## config.mk

```make
export PLATFORM = sky130hd
export DESIGN_NAME = axi_out_isolate_ctrl
export DESIGN_NICKNAME = d
export VERILOG_FILES = /design/src/rtl/axi_out_isolate_ctrl_pkg.sv /design/src/rtl/axi_out_isolate_ctrl_outstanding_cnt.sv /design/src/rtl/axi_out_isolate_ctrl.sv
export SDC_FILE = /design/constraint.sdc
export NUM_CORES = 1
export LEC_CHECK = 0
export BUFFER_PORTS_ARGS = -buffer_cell sky130_fd_sc_hd__buf_4
export CAP_MARGIN = 10
export CORE_MARGIN = 3
export CORE_UTILIZATION = 63
export CTS_BUF_LIST = sky130_fd_sc_hd__clkbuf_8
export DETAILED_ROUTE_END_ITERATION = 16
export PLACE_DENSITY = 0.86
export SLEW_MARGIN = 20
export SYNTH_ARGS = -nofsm -noshare
export SYNTH_HDL_FRONTEND = slang
export SYNTH_SLANG_ARGS = --single-unit
```

## constraint.sdc

```tcl
create_clock -name clk_i -period 6.2 [get_ports clk_i]
set_input_delay 1.86 -clock clk_i [delete_from_list [all_inputs] [get_ports clk_i]]
set_output_delay 1.86 -clock clk_i [all_outputs]
set_load 0.02 [all_outputs]
```

## src/rtl/axi_out_isolate_ctrl_pkg.sv

```systemverilog
// Shared types and default sizing for the outbound AXI isolation controller.
package axi_out_isolate_ctrl_pkg;

    typedef enum logic [1:0] {
        StRun     = 2'd0,
        StDrain   = 2'd1,
        StIso     = 2'd2,
        StRelease = 2'd3
    } iso_state_e;

    // Also used by the subsystem wrapper to size the isolation stage NumPending.
    localparam int IsoMaxTrans      = 8;
    localparam int IsoTimeoutCycles = 1024;

endpackage

```

## src/rtl/axi_out_isolate_ctrl_outstanding_cnt.sv

```systemverilog
// Saturating up/down burst counter; o_err flags an overflow or underflow attempt this cycle.
module iso_outstanding_cnt
    import axi_out_isolate_ctrl_pkg::*;
#(
    parameter int MaxTrans = IsoMaxTrans,
    parameter int CntW     = $clog2(MaxTrans + 1)
) (
    input  logic            clk_i,
    input  logic            rst_ni,
    input  logic            i_inc,
    input  logic            i_dec,
    output logic [CntW-1:0] o_count,
    output logic            o_err
);

    localparam logic [CntW-1:0] CntMax = CntW'(MaxTrans);

    logic [CntW-1:0] r_count;
    logic            w_up;
    logic            w_down;

    // A simultaneous open and close leaves the count unchanged.
    assign w_up   = i_inc & ~i_dec;
    assign w_down = i_dec & ~i_inc;

    always_ff @(posedge clk_i) begin
        if (!rst_ni) begin
            r_count <= '0;
        end else if (w_up && (r_count != CntMax)) begin
            r_count <= r_count + CntW'(1);
        end else if (w_down && (r_count != '0)) begin
            r_count <= r_count - CntW'(1);
        end
    end

    assign o_err   = (w_up && (r_count == CntMax)) || (w_down && (r_count == '0));
    assign o_count = r_count;

endmodule

```

## src/rtl/axi_out_isolate_ctrl.sv

```systemverilog
// Sequences the outbound AXI isolation stage: drain open bursts, isolate, acknowledge, release.
module axi_out_isolate_ctrl
    import axi_out_isolate_ctrl_pkg::*;
#(
    parameter int MaxTrans      = IsoMaxTrans,
    parameter int TimeoutCycles = IsoTimeoutCycles,
    parameter bit ResetIsolated = 1'b1
) (
    input  logic                           clk_i,
    input  logic                           rst_ni,
    input  logic                           iso_req_i,
    output logic                           iso_ack_o,
    output logic                           axi_isolate_o,
    input  logic                           axi_isolated_i,
    input  logic                           aw_hs_i,
    input  logic                           b_hs_i,
    input  logic                           ar_hs_i,
    input  logic                           r_last_hs_i,
    input  logic                           clr_err_i,
    output logic [$clog2(MaxTrans+1)-1:0]  wr_outstanding_o,
    output logic [$clog2(MaxTrans+1)-1:0]  rd_outstanding_o,
    output logic [1:0]                     state_o,
    output logic                           timeout_irq_o,
    output logic                           err_o
);

    localparam int                CntW       = $clog2(MaxTrans + 1);
    localparam int                TimerW     = $clog2(TimeoutCycles);
    localparam logic [TimerW-1:0] TimerLast  = TimerW'(TimeoutCycles - 1);
    localparam iso_state_e        ResetState = ResetIsolated ? StIso : StRun;

    iso_state_e        r_state;
    iso_state_e        w_stateNext;
    logic [TimerW-1:0] r_timer;
    logic [TimerW-1:0] w_timerInc;
    logic              r_irq;
    logic              r_err;
    logic              w_timeoutHit;
    logic              w_drained;
    logic              w_wrErr;
    logic              w_rdErr;
    logic [CntW-1:0]   w_wrCount;
    logic [CntW-1:0]   w_rdCount;

    iso_outstanding_cnt #(.MaxTrans(MaxTrans), .CntW(CntW)) u_wr_cnt (
        .clk_i   (clk_i),
        .rst_ni  (rst_ni),
        .i_inc   (aw_hs_i),
        .i_dec   (b_hs_i),
        .o_count (w_wrCount),
        .o_err   (w_wrErr)
    );

    iso_outstanding_cnt #(.MaxTrans(MaxTrans), .CntW(CntW)) u_rd_cnt (
        .clk_i   (clk_i),
        .rst_ni  (rst_ni),
        .i_inc   (ar_hs_i),
        .i_dec   (r_last_hs_i),
        .o_count (w_rdCount),
        .o_err   (w_rdErr)
    );

    assign w_drained  = axi_isolated_i && (w_wrCount == '0) && (w_rdCount == '0);
    assign w_timerInc = r_timer + TimerW'(1);

    // The timeout fires on the step onto TimerLast, so the pulse lines up with the timer showing it;
    // once parked there the timer no longer steps, giving one pulse per drain entry.
    always_comb begin
        w_stateNext  = r_state;
        w_timeoutHit = 1'b0;
        case (r_state)
            StRun: begin
                if (iso_req_i) w_stateNext = StDrain;
            end
            StDrain: begin
                if (!iso_req_i) begin
                    w_stateNext = StRelease;
                end else if (w_drained) begin
                    w_stateNext = StIso;
                end else if (w_timerInc == TimerLast) begin
                    w_timeoutHit = 1'b1;
                end
            end
            StIso: begin
                if (!iso_req_i) w_stateNext = StRelease;
            end
            StRelease: begin
                if (!axi_isolated_i) w_stateNext = iso_req_i ? StDrain : StRun;
            end
            default: w_stateNext = ResetState;
        endcase
    end

    always_ff @(posedge clk_i) begin
        if (!rst_ni) begin
            r_state <= ResetState;
            r_timer <= '0;
            r_irq   <= 1'b0;
            r_err   <= 1'b0;
        end else begin
            r_state <= w_stateNext;
            r_irq   <= w_timeoutHit;
            if ((r_state == StDrain) && (w_stateNext == StDrain)) begin
                if (r_timer != TimerLast) r_timer <= w_timerInc;
            end else begin
                r_timer <= '0;
            end
            if (w_timeoutHit || w_wrErr || w_rdErr) begin
                r_err <= 1'b1;
            end else if (clr_err_i) begin
                r_err <= 1'b0;
            end
        end
    end

    assign axi_isolate_o    = (r_state == StDrain) || (r_state == StIso);
    assign iso_ack_o        = (r_state == StIso);
    assign state_o          = r_state;
    assign timeout_irq_o    = r_irq;
    assign err_o            = r_err;
    assign wr_outstanding_o = w_wrCount;
    assign rd_outstanding_o = w_rdCount;

endmodule

```

==> impl_metrics.yaml <==
timing:
  tightest_slew_ns: 0.481
  timing.final.setup_violations: 0
  finalCriticalPeriod_ns: 3.20
  fin_skew_ns: 0.00571
  max_freq_mhz: 313
  slew_violations: 0
  relSlewSlack: 0.676
  min_period_over_period: 0.516
  grt_setup_unrepaired: "false"
  finalHoldViolations: 0
  timing.setup.tns_ns: 0
clock_network:
  cts.sinks: 22
  clockBufferDepth: 2
  post_cts_buffers: 0
  cts_inserted_buffers: 3
  cts_resized: 0
  root_buffer: "clkbuf_8"
  clk_pin_slew_ns: 0.07
  cts_hold_buffers: 0
  cts_tree: "yes"
  clk-insertion-delay-late_ns: 0.26
  htree_levels: 1
cells_and_area:
  fin_nets: 205
  fin_util: 0.774
  postLayoutCellArea_um2: 1730
  area_delta_synth_final_pct: 15.4
  n_fill_cell: 166
  antenna_cells: 0
  most-common-layout-cells: "22 x dfxtp_1, 22 x buf_4, 12 x nand2_1"
  final_layout_size_suffix_gt1_frac: 0.236
grt:
  grt_first_pass_wirelength_um: 5300
  grt_use_total: 0.246
  grt_overflow: 0
  grt_max_degree: 16
  antenna_found_initial: 0
  grt_pass1_vias: 1216
worst_hold_path:
  worstHoldPathType: "register to register"
  hold_depth: 2
floorplanning:
  rows: 17
  initial_core_util: 0.671
  die_width_um: 54.8
  die_h_um: 54.8
  core_um2: 2230
  io_pins: 23
  die_area_um2: 3000
setup_path:
  start_kind: "primary input"
  critPathMaxStageDelay_ns: 0.36
  crit_slowest_cell: "a211o_1"
  critPathKind: "primary input to register"
  reg2reg_depth: 8
  crit_required_ns: 6.35
  arrival_ns: 3.35
  worst_setup_path_end_kind: "register"
  crit_chain: "buf_4 > a211o_1 > ha_1 > a21o_1 > a21oi_1 > xnor2_1 > nand2_1 > mux2i_1"
  path_max_fanout: 5
outcome:
  status: "finished clean"
yosys:
  synthTopCellsByArea: "dfxtp_1 29%, ha_1 8.4%, xnor2_1 5.8%"
  synth-async-reset-ratio: 0
  synthFlopType: "dfxtp_1"
  synth_top_area_share: 0.294
  ys_ff_latch: 22
  synth_area_um2: 1500
  syn_nets: 180
  syn_avg_cell_area_um2: 9.42
  synth_cell_types: 48
  yosys.area.top_type: "dfxtp_1"
  synth-warning-count: 0
  synth-edff-count: 0
  yosysSeqAreaShare: 0.294
  syn_inst: 159
detailed_routing:
  post_drt_via_cell_ratio: 6.09
  drtIter0Drc: 23
  drc_errors: 0
  ant_nets: 0
  wl_per_cell_um: 15.2
  drt_pass1_iterations: 4
  routed_wl_um: 3200
  vias: 1279
pwr:
  power.density_nw_per_um2: 343
  p_int_uw: 350
  total_power_uw: 593
  p_switching_uw: 243
  leakage_nw: 0.706
  p_clk_frac: 0.145
  ir_drop_uv: 303
  switching_share: 0.410
  p_comb_frac: 0.505
  seqPwrFrac: 0.350
placed_design:
  io_buffers: 22
  routabilityCongestion: 0.790
  dpl_cell_area_um2: 1690
  hpwl_um: 2500
run:
  max-cap-violations: 0
==> metal layers <==
metal  GRT usage  share of wire  vias to the layer above
met2       0.441           0.50                       31
li1            -              -                      637
met1       0.282           0.43                      602
met5           0              0                        -
met3      0.0354          0.045                        9
met4       0.116          0.025                        0
==> registers in the layout (all words and copies together), names as in the netlist <==
signal	count
u_rd_cnt.o_count	4
state_o	2
timeout_irq_o	1
u_wr_cnt.o_count	4
err_o	1
r_timer	10
==> synth_stat cells (3+ instances only) <==
master / count
nand2_1: 12
inv_1: 8
and2_1: 3
nand3_1: 5
and3_1: 3
mux2i_1: 4
a21oi_1: 6
a31oi_1: 4
nor3_1: 4
nor2b_1: 3
nand4_1: 3
nor2_1: 3
nand2b_1: 9
xnor2_1: 10
a211oi_2: 4
a211o_1: 3
ha_1: 10
o21ai_0: 3
dfxtp_1: 22
and4_1: 3
==> critical path: cells and delay by family <==
family / cells / cell delay [ns]
adder cells (fa/ha/maj): 1 / 0.30
multiplexers: 1 / 0.12
AND/OR/NAND/NOR: 1 / 0.08
XOR/XNOR: 1 / 0.14
AO/OA/AOI/OAI: 3 / 0.73
buffers and inverters: 1 / 0.12
==> cells by family (layout without fill, tap and decap cells) <==
| kind of cell | count (synthesis) | count (layout) | share of synthesized area |
|---|---|---|---|
| AO/OA/AOI/OAI | 36 | 36 | 0.199 |
| XOR/XNOR | 12 | 12 | 0.0702 |
| adder cells (fa/ha/maj) | 12 | 12 | 0.110 |
| buffers and inverters | 10 | 33 | 0.0276 |
| flip-flops | 22 | 22 | 0.294 |
| multiplexers | 5 | 5 | 0.0368 |
| AND/OR/NAND/NOR | 62 | 62 | 0.262 |
==> power groups by stage <==
stage | clock network (mW) | registers [mW] | logic [mW]
after floorplan | 0 | 0.230 | 0.189
after global placement | 0 | 0.208 | 0.287
after detailed placement | 0 | 0.211 | 0.299
after CTS | 0.0888 | 0.207 | 0.301
after global routing | 0.0943 | 0.214 | 0.328
final | 0.0862 | 0.208 | 0.299
==> per-stage QoR <==
| step | hold WS, ns | std cells | setup slack (ns) |
|---|---|---|---|
| 2_1_floorplan | 0.477 | 159 | 2.96 |
| 3_3_place_gp | 0.518 | 207 | 2.80 |
| 3_5_place_dp | 0.525 | 207 | 2.73 |
| 4_1_cts | 0.537 | 210 | 3.01 |
| 5_1_grt | 0.572 | 210 | 2.93 |
| 6_report | 0.546 | 210 | 3.00 |
==> final cells by class <==
cell class              instances  area, um^2  area share
well taps                      28        35.0      0.0203
repair buffers                 22         165      0.0956
inverters                       8        30.0      0.0174
flip-flops and latches         22         440       0.255
clock buffers                   3        41.3      0.0239
multi-input cells             127        1020       0.588
==> path summary, 6_finish.rpt <==
path | start | endpoint | slack (ns)
hold reg to reg | r_timer[4]$_SDFFE_PN0P_ | timeout_irq_o$_SDFF_PN0_ | 0.55
setup reg to reg | u_wr_cnt.o_count[0]$_SDFFE_PN0P_ | u_wr_cnt.o_count[3]$_SDFFE_PN0P_ | 4.04
hold / removal | r_timer[4]$_SDFFE_PN0P_ | timeout_irq_o$_SDFF_PN0_ | 0.55
setup / recovery | b_hs_i | u_wr_cnt.o_count[3]$_SDFFE_PN0P_ | 3.00
Power figures use the tool's default switching activity.
